### config.mk
export PLATFORM = sky130hd
export DESIGN_NAME = tlc_light_monitor
export DESIGN_NICKNAME = d
export VERILOG_FILES = /design/src/rtl/tlc_pkg.sv /design/src/rtl/tlc_phase_decode.sv /design/src/rtl/tlc_light_monitor.sv
export SDC_FILE = /design/constraint.sdc
export NUM_CORES = 1
export LEC_CHECK = 0
export BUFFER_PORTS_ARGS = -buffer_cell sky130_fd_sc_hd__buf_4
export CORE_UTILIZATION = 56
export DETAILED_ROUTE_END_ITERATION = 7
export PLACE_DENSITY = 0.89
export SLEW_MARGIN = 40
export SYNTH_ARGS = -nofsm -noshare
export SYNTH_HDL_FRONTEND = slang
export SYNTH_HIERARCHICAL = 1
export SYNTH_SLANG_ARGS = --single-unit
### constraint.sdc
create_clock -name clk -period 3.5 [get_ports clk]
set_clock_uncertainty 0.15 [all_clocks]
set_input_delay 0.525 -clock clk [delete_from_list [all_inputs] [get_ports clk]]
set_output_delay 0.525 -clock clk [all_outputs]
set_load 0.1 [all_outputs]
### src/rtl/tlc_pkg.sv
// Shared definitions for the traffic light controller and its light monitor.
// Light encodings, phase codes, fault codes, default dwells and monitor states.
package tlc_pkg;

    localparam logic [2:0] LIGHT_R = 3'b100;
    localparam logic [2:0] LIGHT_Y = 3'b010;
    localparam logic [2:0] LIGHT_G = 3'b001;

    localparam logic [2:0] PH_NONE = 3'd0;
    localparam logic [2:0] PH_1    = 3'd1;
    localparam logic [2:0] PH_2    = 3'd2;
    localparam logic [2:0] PH_3    = 3'd3;
    localparam logic [2:0] PH_4    = 3'd4;
    localparam logic [2:0] PH_5    = 3'd5;
    localparam logic [2:0] PH_6    = 3'd6;

    localparam logic [2:0] FC_NONE        = 3'd0;
    localparam logic [2:0] FC_ILLEGAL     = 3'd1;
    localparam logic [2:0] FC_SEQUENCE    = 3'd2;
    localparam logic [2:0] FC_SHORT_DWELL = 3'd3;
    localparam logic [2:0] FC_OVERSTAY    = 3'd4;

    localparam logic [7:0] DWELL_P1 = 8'd8;
    localparam logic [7:0] DWELL_P2 = 8'd3;
    localparam logic [7:0] DWELL_P3 = 8'd6;
    localparam logic [7:0] DWELL_P4 = 8'd6;
    localparam logic [7:0] DWELL_P5 = 8'd4;
    localparam logic [7:0] DWELL_P6 = 8'd3;

    typedef enum logic [1:0] {
        MON_SYNC  = 2'd0,
        MON_TRACK = 2'd1,
        MON_FAULT = 2'd2
    } mon_state_e;

    // P6 wraps to P1; anything that is not a phase has no successor.
    function automatic logic [2:0] phase_succ(input logic [2:0] ph);
        logic [2:0] nxt;
        case (ph)
            PH_1, PH_2, PH_3, PH_4, PH_5: nxt = ph + 3'd1;
            PH_6:                         nxt = PH_1;
            default:                      nxt = PH_NONE;
        endcase
        return nxt;
    endfunction

endpackage

### src/rtl/tlc_phase_decode.sv
// Maps the four observed light buses back to a phase number.
// Every pattern not in the phase table, including non-one-hot buses, is 0.
module tlc_phase_decode
    import tlc_pkg::*;
(
    input  logic [2:0] m1_i,
    input  logic [2:0] m2_i,
    input  logic [2:0] mt_i,
    input  logic [2:0] s_i,
    output logic [2:0] phase_o
);

    logic [11:0] pat;

    assign pat = {m1_i, m2_i, mt_i, s_i};

    always_comb begin
        case (pat)
            {LIGHT_G, LIGHT_G, LIGHT_R, LIGHT_R}: phase_o = PH_1;
            {LIGHT_G, LIGHT_Y, LIGHT_R, LIGHT_R}: phase_o = PH_2;
            {LIGHT_G, LIGHT_R, LIGHT_R, LIGHT_R}: phase_o = PH_3;
            {LIGHT_Y, LIGHT_R, LIGHT_Y, LIGHT_R}: phase_o = PH_4;
            {LIGHT_R, LIGHT_R, LIGHT_Y, LIGHT_G}: phase_o = PH_5;
            {LIGHT_R, LIGHT_R, LIGHT_Y, LIGHT_R}: phase_o = PH_6;
            default:                              phase_o = PH_NONE;
        endcase
    end

endmodule

### src/rtl/tlc_light_monitor.sv
// Conflict/sequence monitor: checks light pattern legality, phase order and dwell,
// latching the first violation as a fault code that drives flash_req.
//
// state | meaning
// SYNC  | waiting for a legal phase transition to lock onto; only illegal patterns fault
// TRACK | locked on; order, dwell and illegal patterns checked every edge
// FAULT | violation latched; checks suspended until fault_clr
module tlc_light_monitor
    import tlc_pkg::*;
#(
    parameter int unsigned ILL_PERSIST = 1,
    parameter logic [7:0]  D1 = DWELL_P1,
    parameter logic [7:0]  D2 = DWELL_P2,
    parameter logic [7:0]  D3 = DWELL_P3,
    parameter logic [7:0]  D4 = DWELL_P4,
    parameter logic [7:0]  D5 = DWELL_P5,
    parameter logic [7:0]  D6 = DWELL_P6
) (
    input  logic       clk,
    input  logic       rst_n,
    input  logic [2:0] light_M1,
    input  logic [2:0] light_M2,
    input  logic [2:0] light_MT,
    input  logic [2:0] light_S,
    input  logic       fault_clr,
    output logic [2:0] phase,
    output logic       in_sync,
    output logic       fault,
    output logic [2:0] fault_code,
    output logic       flash_req,
    output logic       cycle_done
);

    localparam logic [4:0] ILL_TH = 5'(ILL_PERSIST);

    mon_state_e state_q, state_d;
    logic [2:0] cur;
    logic [2:0] phase_q;
    logic [7:0] dwell_q, dwell_d, dwell_req;
    logic [3:0] ill_q, ill_d;
    logic [2:0] code_q, code_d, evt_code;
    logic       cycle_done_q, cycle_done_d, cycle_evt;
    logic       same, succ, ill_hit;

    tlc_phase_decode u_decode (
        .m1_i    (light_M1),
        .m2_i    (light_M2),
        .mt_i    (light_MT),
        .s_i     (light_S),
        .phase_o (cur)
    );

    always_comb begin
        dwell_d = 8'd1;
        if (cur == phase_q) begin
            dwell_d = (dwell_q == 8'hFF) ? dwell_q : dwell_q + 8'd1;
        end
        ill_d = 4'd0;
        if (cur == PH_NONE) begin
            ill_d = (ill_q == 4'hF) ? ill_q : ill_q + 4'd1;
        end
        case (phase_q)
            PH_1:    dwell_req = D1;
            PH_2:    dwell_req = D2;
            PH_3:    dwell_req = D3;
            PH_4:    dwell_req = D4;
            PH_5:    dwell_req = D5;
            PH_6:    dwell_req = D6;
            default: dwell_req = 8'd0;
        endcase
    end

    assign same    = (cur == phase_q);
    assign succ    = (phase_q != PH_NONE) && (cur == phase_succ(phase_q));
    assign ill_hit = (cur == PH_NONE) && (({1'b0, ill_q} + 5'd1) >= ILL_TH);

    always_ff @(posedge clk or negedge rst_n) begin
        if (!rst_n) begin
            state_q      <= MON_SYNC;
            phase_q      <= PH_NONE;
            dwell_q      <= 8'd0;
            ill_q        <= 4'd0;
            code_q       <= FC_NONE;
            cycle_done_q <= 1'b0;
        end else begin
            state_q      <= state_d;
            phase_q      <= cur;
            dwell_q      <= dwell_d;
            ill_q        <= ill_d;
            code_q       <= code_d;
            cycle_done_q <= cycle_done_d;
        end
    end

    // A sub-threshold illegal glitch leaves phase at 0 in TRACK; the first legal
    // sample after it re-anchors tracking rather than being judged against "phase 0".
    always_comb begin
        state_d   = state_q;
        evt_code  = FC_NONE;
        cycle_evt = 1'b0;
        case (state_q)
            MON_SYNC: begin
                if (ill_hit) begin
                    evt_code = FC_ILLEGAL;
                end else if (succ) begin
                    state_d = MON_TRACK;
                end
            end
            MON_TRACK: begin
                if (ill_hit) begin
                    evt_code = FC_ILLEGAL;
                end else if (phase_q != PH_NONE) begin
                    if (same) begin
                        if (({1'b0, dwell_q} + 9'd1) > {1'b0, dwell_req}) begin
                            evt_code = FC_OVERSTAY;
                        end
                    end else if (succ) begin
                        if (dwell_q != dwell_req) begin
                            evt_code = FC_SHORT_DWELL;
                        end else if (phase_q == PH_6) begin
                            cycle_evt = 1'b1;
                        end
                    end else if (cur != PH_NONE) begin
                        evt_code = FC_SEQUENCE;
                    end
                end
            end
            MON_FAULT: begin
                if (fault_clr) begin
                    state_d = MON_SYNC;
                end
            end
            default: state_d = MON_SYNC;
        endcase
        if (evt_code != FC_NONE) begin
            state_d = MON_FAULT;
        end
    end

    always_comb begin
        code_d       = code_q;
        cycle_done_d = cycle_evt;
        if (evt_code != FC_NONE) begin
            code_d = evt_code;
        end else if ((state_q == MON_FAULT) && fault_clr) begin
            code_d = FC_NONE;
        end
    end

    assign phase      = phase_q;
    assign in_sync    = (state_q == MON_TRACK);
    assign fault      = (state_q == MON_FAULT);
    assign flash_req  = fault;
    assign fault_code = code_q;
    assign cycle_done = cycle_done_q;

endmodule

## Yosys cells after proc, flatten, opt, wreduce, memory -nomap -nowiden

Cells that the tools add are included.

- $add $sub $neg: 5
- Multiply operators: 0
- Div/mod/pow operators: 0
- Order comparisons: 2
- Equality and inequality tests: 25
- Shift operators: 0
- Multiplexer cells: 30
- Bitwise logic cells: 0
- Reductions and logical operators: 13

Operator list:

| cell | count |
|---|---|
| $eq A12 B10 Y1 const B | 3 |
| $eq A12 B12 Y1 const B | 2 |
| $mux W3 | 7 |
| $pmux W3 S6 | 1 |
| $mux W8 | 2 |
| $pmux W4 S4 | 1 |
| $eq A12 B11 Y1 const B | 1 |
| $mux W2 | 6 |
| $pmux W3 S2 | 2 |
| $add A8 B1 Y9 const B | 1 |
| $eq A3 B3 Y1 const B | 3 |
| $gt A9 B8 Y1 | 1 |
| $reduce_bool A3 Y1 | 3 |
| $add A8 B1 Y8 const B | 1 |
| $eq A8 B8 Y1 const B | 1 |
| $mux W1 | 8 |
| $mux W4 | 2 |
| $ne A8 B8 Y1 | 1 |
| $eq A3 B2 Y1 const B | 2 |
| $eq A3 B3 Y1 | 2 |
| $ne A3 B3 Y1 const B | 2 |
| $pmux W2 S3 | 1 |
| $add A4 B1 Y5 const B | 1 |
| $ge A5 B1 Y1 const B | 1 |
| other kinds (16) | 20 |

- Bits in registers: 21
- Bits in latches: 0
- Bits in writable memories: 0
- Memory bits (read-only): 0
- Input port bits: 15
- Output and inout bits: 10
- Word-level logic and storage cells: 81
- Memories kept: 0

## Logic depth before layout (Yosys ltp)

Gate-level depths: netlist of the first run.

- Depth in word-level cells: 13
- Mapped depth: 10
- Mapped depth without buffers: 10

## By module

The synthesis of the first run kept the hierarchy.

By module, submodules not included:

| module | instances | cells each | area each (µm²) | sequential area each (µm²) |
|---|---|---|---|---|
| tlc_light_monitor | 1 | 161 | 1,496.4 | 525.5 |
| tlc_phase_decode | 1 | 17 | 137.6 | 0.0 |

## Worst setup path after synthesis of the first run

No wires, ideal clock.

- Kind: register -> register
- From: register phase_q[1], in the netlist phase[1]
- To: register code_q[2], in the netlist fault_code[2]
- Setup time: 0.121 ns
- Arrival: 3.115 ns
- Required time: 3.229 ns
- Slack: 0.115 ns
- Stages on the path, launching flop included: 9
- Path buffers: 0
- Clock period less this slack: 3.385 ns
- Path through: dfrtp_1 > inv_1 > ha_1 > or3b_1 > nor4bb_1 > a31o_1 > or3_1 > o32a_1 > a41o_1

- Cells in the longest elaborated chain, start to end: 12
- Elaborated cells between the ends (all ways): 28
- Classes of those cells: add/sub: 1; order compare: 1; eq/ne: 9; mux: 10; reduce/logical: 7

Ends and longest elaborated chain:

| element | RTL line | RTL |
|---|---|---|
| start: declaration | tlc_light_monitor.sv:38 | `logic [2:0] phase_q;` |
| start signal: assignment | tlc_light_monitor.sv:87 | `phase_q <= cur;` |
| parallel branches: the longest is 7 deep, another holds $gt A9 B8 Y1 | -- |  |
| $mux W3 (*) | tlc_light_monitor.sv:112 | `end else if (phase_q != PH_NONE) begin` |
| $mux W3 (*) | tlc_light_monitor.sv:110 | `if (ill_hit) begin` |
| $pmux W3 S2 (*) | tlc_light_monitor.sv:101 | `case (state_q)` |
| $reduce_bool A3 Y1 | tlc_light_monitor.sv:143 | `if (evt_code != FC_NONE) begin` |
| $mux W3 / $reduce_bool A2 Y1 (equally long branches) | -- |  |
| end signal: assignment | tlc_light_monitor.sv:90 | `code_q <= code_d;` |
| end: declaration | tlc_light_monitor.sv:41 | `logic [2:0] code_q, code_d, evt_code;` |

Mark *: on every way between the ends.
A chain may end at the register's enable or synchronous reset.

## Worst setup path after layout of the first run

- From: register phase_q[0], in the netlist phase[0]
- To: register state_q[0]

- Cells in the longest elaborated chain, start to end: 13
- Elaborated cells between the ends (all ways): 32
- Classes of those cells: add/sub: 1; order compare: 1; eq/ne: 13; mux: 10; reduce/logical: 7

Ends and longest elaborated chain:

| element | RTL line | RTL |
|---|---|---|
| parallel branches: the longest is 13 deep, another holds $gt A9 B8 Y1 | -- |  |
| end signal: assignment | tlc_light_monitor.sv:86 | `state_q <= state_d;` |
| end: declaration | tlc_light_monitor.sv:36 | `mon_state_e state_q, state_d;` |

Several ways; the timed one is not identified.

==> results.cfg, run 1 <==
[route]
wl_per_cell_um = 15.78
postRouteAntennaNets = 0
drt_iter0_markers = 73
drtPass1Iterations = 4
via_per_inst = 6.394
route.detailed.drc = 0
wirelength_um = 3646
via_count = 1477

[flow_run]
drv_cap = 0

[synthesis]
async_flop_share_pct = 100.0
avgSynthCellArea_sq_um = 9.180
synth_edf_count = 0
seq_area_frac_synth_pct = 32.16
synth-adder-area-share_pct = 8.423
yosys.area_share.simple_pct = 27.41
synth_mux_area_share_pct = 2.450
synth-xor-area-share_pct = 8.576
yosysWarnings = 6
synth-seq-cells = 21
synth_fp_nets = 204
synth_cell_types = 52
synth-main-ff-cell = dfrtp_1
syn_area_sq_um = 1634
synth_compound_area_share_pct = 16.54
syn_inst = 178
synth_top_family_by_area = simple AND/OR/NAND/NOR gates

[global_routing]
grt_usage_pct = 25.12
antenna_found_initial = 0
grt_max_degree = 22
grt_pass1_wl_um = 6375
grt.overflow.total = 0
grt_pass1_vias = 1516

[setup_path]
r2r-start = phase[0]
r2r_setup_slack_ns = 0.52
cp-endpoint = state_q[0]
max_stage_delay_ns = 0.48
worst_ep_required_time_ns = 3.61
crit_fanout = 7
r2r_cells = 10
path_delay_family = compound AO/OA/AOI/OAI gates
worstSetupPathDepth = 10
critPathSlowestCell = dfrtp_1
path_class = reg2reg
crit_arrival_ns = 3.10
critPathLaunchType = flop
cp-end-kind = flop
cp-startpoint = phase[0]
worstReg2RegEnd = state_q[0]
path_cells = inv_1, ha_1, or3b_1, o21ai_0, ha_1, o21a_1, o21a_1, o21ai_0, a311o_1, and4b_1
path_buf_inv = 1

[timing]
period_minus_slack_ns = 2.983
finalSetupViolations = 0
period_share_pct = 85.23
rsz0062_at_grt = false
worst_pin_slew_ns = 0.4598
tns_ns = 0
max_slew_margin_pct = 69.26
fmaxAchievable_ghz = 0.3352
fin_hold_ws_ns = 0.3578
finalHoldViolCount = 0
final_max_slew_viol_count = 0

[final_layout]
antenna_cells = 0
area_growth_pct = 13.25
fin_util_pct = 67.11
mostFrequentLayoutCells = buf_4, dfrtp_1, xnor2_1, nor2_1, ha_1
drive_gt1_share_pct = 16.50
fill_cells = 200
nets = 227
final_common_cell = buf_4

[clocking]
cts_tree = yes
htreeDepth = 1
cts_sinks = 21
cts_buffers = 3
insertion_delay_ns = 0.31
clkTransAtPathRegs_ns = 0.13
root_buffer = clkbuf_4
cts_setup_buffers = 0
clock_path_buffers = 2

[place]
place_hpwl_um = 2729
port_buffers = 24
globalplace.congestion = 0.8173

[pwr]
power.density_nw_per_um2 = 670.2
vdd_drop_max_v = 0.0006372
internal_power_mw = 0.6363
clkPwrFrac_pct = 10.0
finalPower_mw = 1.240
swShare_pct = 48.70
seqPwrFrac_pct = 35.3
p_switching_mw = 0.6040
p_leak_nw = 0.8187
p_comb_share_pct = 54.7

[outcome]
status = finished, final reports clean

[die]
io_pins = 25
die-height_um = 56.02
dieArea_sq_um = 3138
core-area_sq_um = 2758
rows = 19
start_util_pct = 59.26
die_w_um = 56.02

[worst_hold_path]
hold_path.class = in2reg
-- area by class of cell --
class                           count  area (sq um)  area share [%]
Clock buffer                        4         26.28           1.420
Inverter                            7         26.28           1.420
Multi-Input combinational cell    142          1036           55.98
Sequential cell                    21         525.5           28.40
Tap cell                           31         38.79           2.096
Timing Repair Buffer               26         197.7           10.68
-- worst reg2reg max path, cell delays in order, from the launching register on --
cell	delay (ns)
dfrtp_1	0.48
inv_1	0.10
ha_1	0.30
or3b_1	0.43
o21ai_0	0.16
ha_1	0.32
o21a_1	0.13
o21a_1	0.17
o21ai_0	0.24
a311o_1	0.27
and4b_1	0.20
-- cells in the mapped netlist, types with 3 or more instances --
cell type	number	share of area, %
nand3_1	7	2.1
inv_1	7	1.6
nand2b_1	5	1.9
nand2_1	10	2.3
and4b_1	3	1.8
nand4_1	4	1.5
mux2i_1	4	2.5
dfrtp_1	21	32
clkbuf_1	4	0.92
nor2b_1	6	2.3
ha_1	11	8.4
o21a_1	3	1.4
nor3_1	7	2.1
and3_1	3	1.1
a31oi_1	3	1.1
a21oi_1	5	1.5
xor2_1	5	2.7
o21ai_0	5	1.5
nor2_1	11	2.5
xnor2_1	11	5.9
-- what timing repair did --
action                    in CTS  in global routing
hold buffers                   1                  0
hold endpoints to repair      21                  0
resized for setup              0                  0
-- flip-flops by register name (all words and copies together) (netlist names) --
register / cells
phase: 3
dwell_q: 8
fault_code: 3
state_q: 2
ill_q: 4
cycle_done: 1
-- cells by family (layout without fill, tap and decap cells) --
logic type                 after synthesis  after routing
xor gates and xnor gates                16             16
buffers and inverters                   15             37
muxes                                    4              4
and+or+nand+nor                         75             75
adders and majority gates               11             11
DFF                                     21             21
AOI/OAI and AO/OA                       36             36
-- power by group through the flow --
| stage | clock network, mW | logic, mW | registers, mW |
|---|---|---|---|
| after global placement | 0 | 0.612 | 0.428 |
| after global routing | 0.134 | 0.736 | 0.453 |
| after CTS | 0.123 | 0.666 | 0.434 |
| final | 0.124 | 0.678 | 0.438 |
| after floorplan | 0 | 0.516 | 0.430 |
| after detailed placement | 0 | 0.654 | 0.438 |
-- routing by layer --
metal | wire length [um] | track usage [%] | vias to the layer above
met5 | 0 | 0 | -
met4 | 91 | 9.756 | 0
met3 | 180 | 3.256 | 13
met2 | 1824 | 46.09 | 57
met1 | 1550 | 29.42 | 707
li1 | - | - | 700
-- stage by stage --
step           setup slack, ns  cells  instance area, sq um
2_1_floorplan           0.1147    178                  1634
3_3_place_gp            0.4648    226                  1814
3_5_place_dp            0.3495    226                  1814
4_1_cts                 0.5539    231                  1851
5_1_grt                 0.4281    231                  1851
6_report                0.5168    231                  1851
-- worst min path at each step --
| stage | startpoint | to | slack (ns) | cells after the start |
|---|---|---|---|---|
| 3_3_place_gp | rst_n | ill_q[2] | 0.27 | 1 |
| 2_1_floorplan | rst_n | cycle_done | 0.08 | 0 |
| 3_5_place_dp | rst_n | ill_q[3] | 0.28 | 1 |
| 6_report | fault_clr | state_q[1] | 0.36 | 3 |
| 4_1_cts | fault_clr | state_q[1] | 0.37 | 3 |
| 5_1_grt | fault_clr | fault_code[1] | 0.38 | 4 |
Power figures use the tool's default switching activity.
==> inputs of run 2 (changes only) <==
CORE_UTILIZATION = 59   (was 56)
CTS_BUF_LIST = sky130_fd_sc_hd__clkbuf_8   (was not set)
PLACE_DENSITY = 0.92   (was 0.89)
==> run 2 against run 1 <==
  * Sequential power about the same
  * Combinational power shrank 3.5%
  * Setup slack better by 0.058 ns
  * Count of clock-buffer cells in the layout decreased by 1
  * Core utilization grew 6.6 points
  * Maximum frequency rose by 2.0%
  * First-iteration DRC count shrank 34%
  * Register-to-register slack gained 0.07 ns
  * Via count down 2.0%
  * Die area is 4.9% lower
  * Largest cell class unchanged
  * Global-route usage increased by 2.4 points
==> results.cfg, run 2 (same netlist as run 1, synthesis figures left out) <==
[route]
dr_wl_met3_um = 201
wl_per_cell_um = 15.50
postRouteAntennaNets = 0
wirelength_um = 3581
via_per_inst = 6.268
drt_iter0_markers = 48
route.detailed.drc = 0
via_count = 1448
wl_met1_um = 1590
wl_met2_um = 1752
top_layer_used = met4
drtPass1Iterations = 4

[flow_run]
drv_cap = 0

[place]
place_hpwl_um = 2734
port_buffers = 24
globalplace.congestion = 0.8692
dp_slack_ns = 0.3599

[timing]
finalSetupViolations = 0
final_max_slew_viol_count = 0
worst_pin_slew_ns = 0.4987
period_minus_slack_ns = 2.925
setup_slack_ns = 0.5748
tns_ns = 0
max_slew_margin_pct = 66.55
period_share_pct = 83.58
finalHoldViolCount = 0
fmaxAchievable_ghz = 0.3419
rsz0062_at_grt = false

[die]
die_w_um = 54.63
io_pins = 25
start_util_pct = 64.21
rows = 18
core-area_sq_um = 2545
die-height_um = 54.63
dieArea_sq_um = 2984

[worst_hold_path]
min_from = fault_code[1]
hold_path.class = reg2reg
hold-path-endpoint = fault_code[1]
hold_depth = 2

[pwr]
power.density_nw_per_um2 = 667.6
vdd_drop_max_v = 0.0007488
finalPower_mw = 1.253
p_leak_nw = 0.8347

[clocking]
cts_setup_buffers = 0
cts_tree = yes
root_buffer = clkbuf_8
clock_path_buffers = 2
insertion_delay_ns = 0.26
htreeDepth = 1
cts_buffers = 3
cts_sinks = 21
clkTransAtPathRegs_ns = 0.07

[setup_path]
path_class = in2reg
cp-startpoint = light_M2[0]
path_delay_family = compound AO/OA/AOI/OAI gates
worst_ep_required_time_ns = 3.50
cp-end-kind = flop
critPathSlowestCell = a2111o_1
worstReg2RegEnd = state_q[0]
crit_arrival_ns = 2.93
critPathLaunchType = input port
max_stage_delay_ns = 0.46
r2r_cells = 10
crit_fanout = 8
r2r-start = phase[0]
path_buf_inv = 2
path_cells = buf_4, nor4b_2, and4b_1, nor2b_1, buf_4, xor2_1, nor3_1, a211oi_1, nor3_1, a2111o_1, a41o_1
r2r_setup_slack_ns = 0.59

[global_routing]
grt_max_degree = 22
grt.overflow.total = 0
grt_usage_pct = 27.49
grt_pass1_wl_um = 5947
antenna_found_initial = 0
grt_pass1_vias = 1363

[final_layout]
fin_util_pct = 73.75
nets = 228
antenna_cells = 0
final_common_cell = buf_4
area_growth_pct = 14.85
largest_reg_flops = 8
reg_top3 = dwell_q: 8 flops, ill_q: 4 flops
largest_register = dwell_q
mostFrequentLayoutCells = buf_4, dfrtp_1, xnor2_1, nor2_1, ha_1
drive_gt1_share_pct = 17.41

[outcome]
status = finished, final reports clean
==> run 2: changes by cell type in the layout (fill, tap and decap cells not counted), sizes merged <==
cell	previous run	this run
clkbuf	4	3
clkinv	0	1
buf	25	26
==> run 2: how the worst max path moves through the flow <==
stage / depth (start not counted) / slack [ns] / end
after floorplan: 8 / 0.11 / fault_code[2]
after global placement: 11 / 0.47 / fault_code[2]
after detailed placement: 11 / 0.36 / fault_code[2]
after CTS: 10 / 0.58 / state_q[0]
after global routing: 11 / 0.35 / fault_code[0]
final: 11 / 0.57 / fault_code[0]
==> run 2: tightest hold or removal path: cells and delay by family, from the launching register on <==
family | cells | cell delay [ns]
AOI/OAI and AO/OA | 1 | 0.06
DFF | 1 | 0.38
and+or+nand+nor | 1 | 0.06
==> run 2: area by class of cell <==
type	count	area (sq um)
timing repair buffer	27	205.2
clock inverter	1	5.005
clock buffer	3	41.29
fill	185	668.1
inverter	7	26.28
sequential	21	525.5
tap	30	37.54
multi-input combinational	142	1036
==> run 2: per-stage QoR <==
stage          hold slack, ns  area [sq um]  cells
3_3_place_gp           0.2710          1821    226
2_1_floorplan         0.07941          1634    178
6_report               0.3894          1877    231
5_1_grt                0.4160          1877    231
4_1_cts                0.3883          1877    231
3_5_place_dp           0.2792          1821    226
==> run 2: where the power goes <==
part	internal [mW]	total, mW	leakage (nW)	switching (mW)
Sequential	0.325	0.440	0.254	0.116
Clock	0.0794	0.159	0.0255	0.0797
Combinational	0.263	0.654	0.556	0.391
Total	0.667	1.25	0.835	0.586
==> run 2: repair_timing <==
item                                   4_1_cts  5_1_grt
endpoints found under the hold margin       21        0
gates resized for setup                      0        0
hold buffers                                 1        0
==> run 2: metal layers <==
layer / vias to the layer above / GRT usage (%)
li1: 704 / -
met1: 689 / 36.47
met2: 49 / 44.18
met3: 6 / 5.833
met4: 0 / 8.120
met5: - / 0
==> inputs of run 3 (changes only) <==
ABC_AREA = 1   (was not set)
CORE_UTILIZATION = 60   (was 59)
PLACE_DENSITY = 0.93   (was 0.92)
clock period = 2.75 ns   (was 3.5 ns; I/O delays follow)
==> run 3 against run 2 <==
  * The flow now finishes with violations (design-rule violations)
  * Sequential share of layout area fell by 2.5 points
  * Worst hold slack got worse by 0.18 ns
  * Final area rose by 11%
  * Sequential power rose by 16%
  * First-iteration DRC count rose by 67%
  * Global-route usage fell by 3.2 points
  * Core utilization rose by 0.21 points
  * Clock power rose by 21%
==> results.cfg, run 3 <==
[outcome]
status = finished with violations
violations = design-rule violations

[die]
rows = 19
start_util_pct = 64.81
core-area_sq_um = 2805
die-height_um = 57.05
die_w_um = 57.05
io_pins = 25
dieArea_sq_um = 3254

[global_routing]
antenna_found_initial = 0
grt_pass1_wl_um = 6396
grt_max_degree = 22
grt.overflow.total = 0
grt_usage_pct = 24.30
grt_pass1_vias = 1521

[final_layout]
reg_top3 = dwell_q: 8 flops, ill_q: 4 flops
area_growth_pct = 14.11
final_common_cell = nand2_1
drive_gt1_share_pct = 22.87
multi_input_area_sq_um = 1112
register_area_sq_um = 528.0
mostFrequentLayoutCells = nand2_1, inv_1, nor2_1
nets = 320
antenna_cells = 0
fill_cells = 232
largest_register = dwell_q
largest_reg_flops = 8

[clocking]
clock_path_buffers = 2
insertion_delay_ns = 0.25
cts_tree = yes
cts_buffers = 3
ctsResizeCount = 0
root_buffer = clkbuf_8
clkTransAtPathRegs_ns = 0.07
cts_sinks = 21
htreeDepth = 1
cts_setup_buffers = 0

[synthesis]
synth_edf_count = 0
synth_cell_types = 31
seq_area_frac_synth_pct = 28.91
yosysWarnings = 6
synth_top_cell_by_area = dfrtp_1
async_flop_share_pct = 100.0
synth_top_cell_area_share_pct = 28.91
synth_fp_nets = 293
syn_inst = 267
synth_most_common_cell = nand2_1
synth-seq-cells = 21
syn_area_sq_um = 1818
synth-main-ff-cell = dfrtp_1
avgSynthCellArea_sq_um = 6.809
ys_top_cells_by_area = dfrtp_1, nand2_1, ha_1, inv_1, nor2_1
synthTopCellsByCount = nand2_1, inv_1, nor2_1

[pwr]
power.density_nw_per_um2 = 718.4
p_leak_nw = 1.127
finalPower_mw = 1.490
vdd_drop_max_v = 0.0008201

[route]
wl_per_cell_um = 10.80
via_per_inst = 5.207
drt_iter0_markers = 80
route.detailed.drc = 2
drtPass1Iterations = 6
via_count = 1687
postRouteAntennaNets = 0
wirelength_um = 3498

[timing]
period_share_pct = 88.53
final_max_slew_viol_count = 0
fmaxAchievable_ghz = 0.4107
tns_ns = 0
worst_pin_slew_ns = 0.3541
finalHoldViolCount = 0
period_minus_slack_ns = 2.435
finalSetupViolations = 0
rsz0062_at_grt = false
max_slew_margin_pct = 76.39

[worst_hold_path]
hold_path.class = in2reg

[setup_path]
path_cells = inv_1, ha_1, nand3b_1, nand2_1, ha_1, nand2_1, o21ai_0, nand2_1, nand2_1, nor2_1, nand2_1, nand2_2, inv_2, nor2_8, o311ai_1
max_stage_delay_ns = 0.45
crit_top_cell = nand2_1
critPathSlowestCell = dfrtp_2
cp-end-kind = flop
crit_fanout = 5
crit_arrival_ns = 2.42
path_class = reg2reg
worst_ep_required_time_ns = 2.73
critPathLaunchType = flop

[place]
place_hpwl_um = 2890
globalplace.congestion = 0.8727
port_buffers = 24

[flow_run]
drv_cap = 0
run 3: cell count changes after synthesis, moves of 6 or more:
cell and change:
nor2_1 +17, nor2b_1 -6, nand2_2 +6, nand2_1 +71, nor2_2 +7, inv_2 +7
nand3_1 +10, xnor2_1 -10, inv_1 +27, nand3_2 +6
run 3: metal layers:
layer	vias up	GRT usage, %	wire length [um]
met5	-	0	0
met4	0	5.575	25
met3	4	2.041	166
met2	39	39.50	1591
met1	747	35.59	1715
li1	897	-	-
run 3: critical path: cells and delay by family (launching register included):
family	cells	cell delay [ns]
and+or+nand+nor	9	0.81
DFF	1	0.45
AOI/OAI and AO/OA	2	0.17
adders and majority gates	2	0.56
buffers and inverters	2	0.17
run 3: path summary, 6_finish.rpt:
kind,start,endpoint,depth (start not counted),slack [ns]
min in group asynchronous,rst_n,dwell_q[5],2,0.42
hold / removal,fault_clr,state_q[1],2,0.21
hold reg to reg,state_q[0],state_q[1],1,0.38
setup reg to reg,phase[1],state_q[1],15,0.32
max in group asynchronous,rst_n,phase[1],2,1.80
setup / recovery,phase[1],state_q[1],15,0.32
run 3: where the power goes:
group	switching (mW)	internal, mW	total (mW)
sequential	0.102	0.410	0.512
combinational	0.529	0.257	0.785
clock	0.0934	0.0992	0.193
run 3: cell families (layout without fill, tap and decap cells):
| kind of cell | after synthesis | count (layout) | synth area share [%] |
|---|---|---|---|
| AND/OR/NAND/NOR | 164 | 164 | 44.12 |
| XOR/XNOR | 6 | 6 | 2.891 |
| flip-flops | 21 | 21 | 28.91 |
| buffers and inverters | 45 | 71 | 10.05 |
| adder cells (fa/ha/maj) | 11 | 11 | 7.570 |
| AO/OA/AOI/OAI | 20 | 20 | 6.470 |
run 3: final cells by class:
type,count,share of cell area [%]
timing repair buffer,25,9.168
inverter,42,7.720
tap,31,1.870
multi-input combinational,201,53.62
sequential,21,25.45
clock inverter,1,0.1809
clock buffer,3,1.990
run 3: stage by stage:
stage / util [%] / hold WS (ns) / std cells / setup WS (ns) / instance area, sq um
final: 73.95 / 0.2079 / 324 / 0.3153 / 2074
after global routing: 73.95 / 0.2369 / 324 / 0.09766 / 2074
after CTS: 73.95 / 0.2106 / 324 / 0.3134 / 2074
after detailed placement: 71.99 / 0.1567 / 319 / 0.2333 / 2019
after global placement: 71.99 / 0.1516 / 319 / 0.2717 / 2019
after floorplan: - / -0.03309 / 267 / 0.08674 / 1823
run 3: repair_timing:
| item | CTS | global route |
|---|---|---|
| hold buffers | 1 | 0 |
| hold endpoints to repair | 21 | 0 |
| setup endpoints to repair | 0 | 0 |
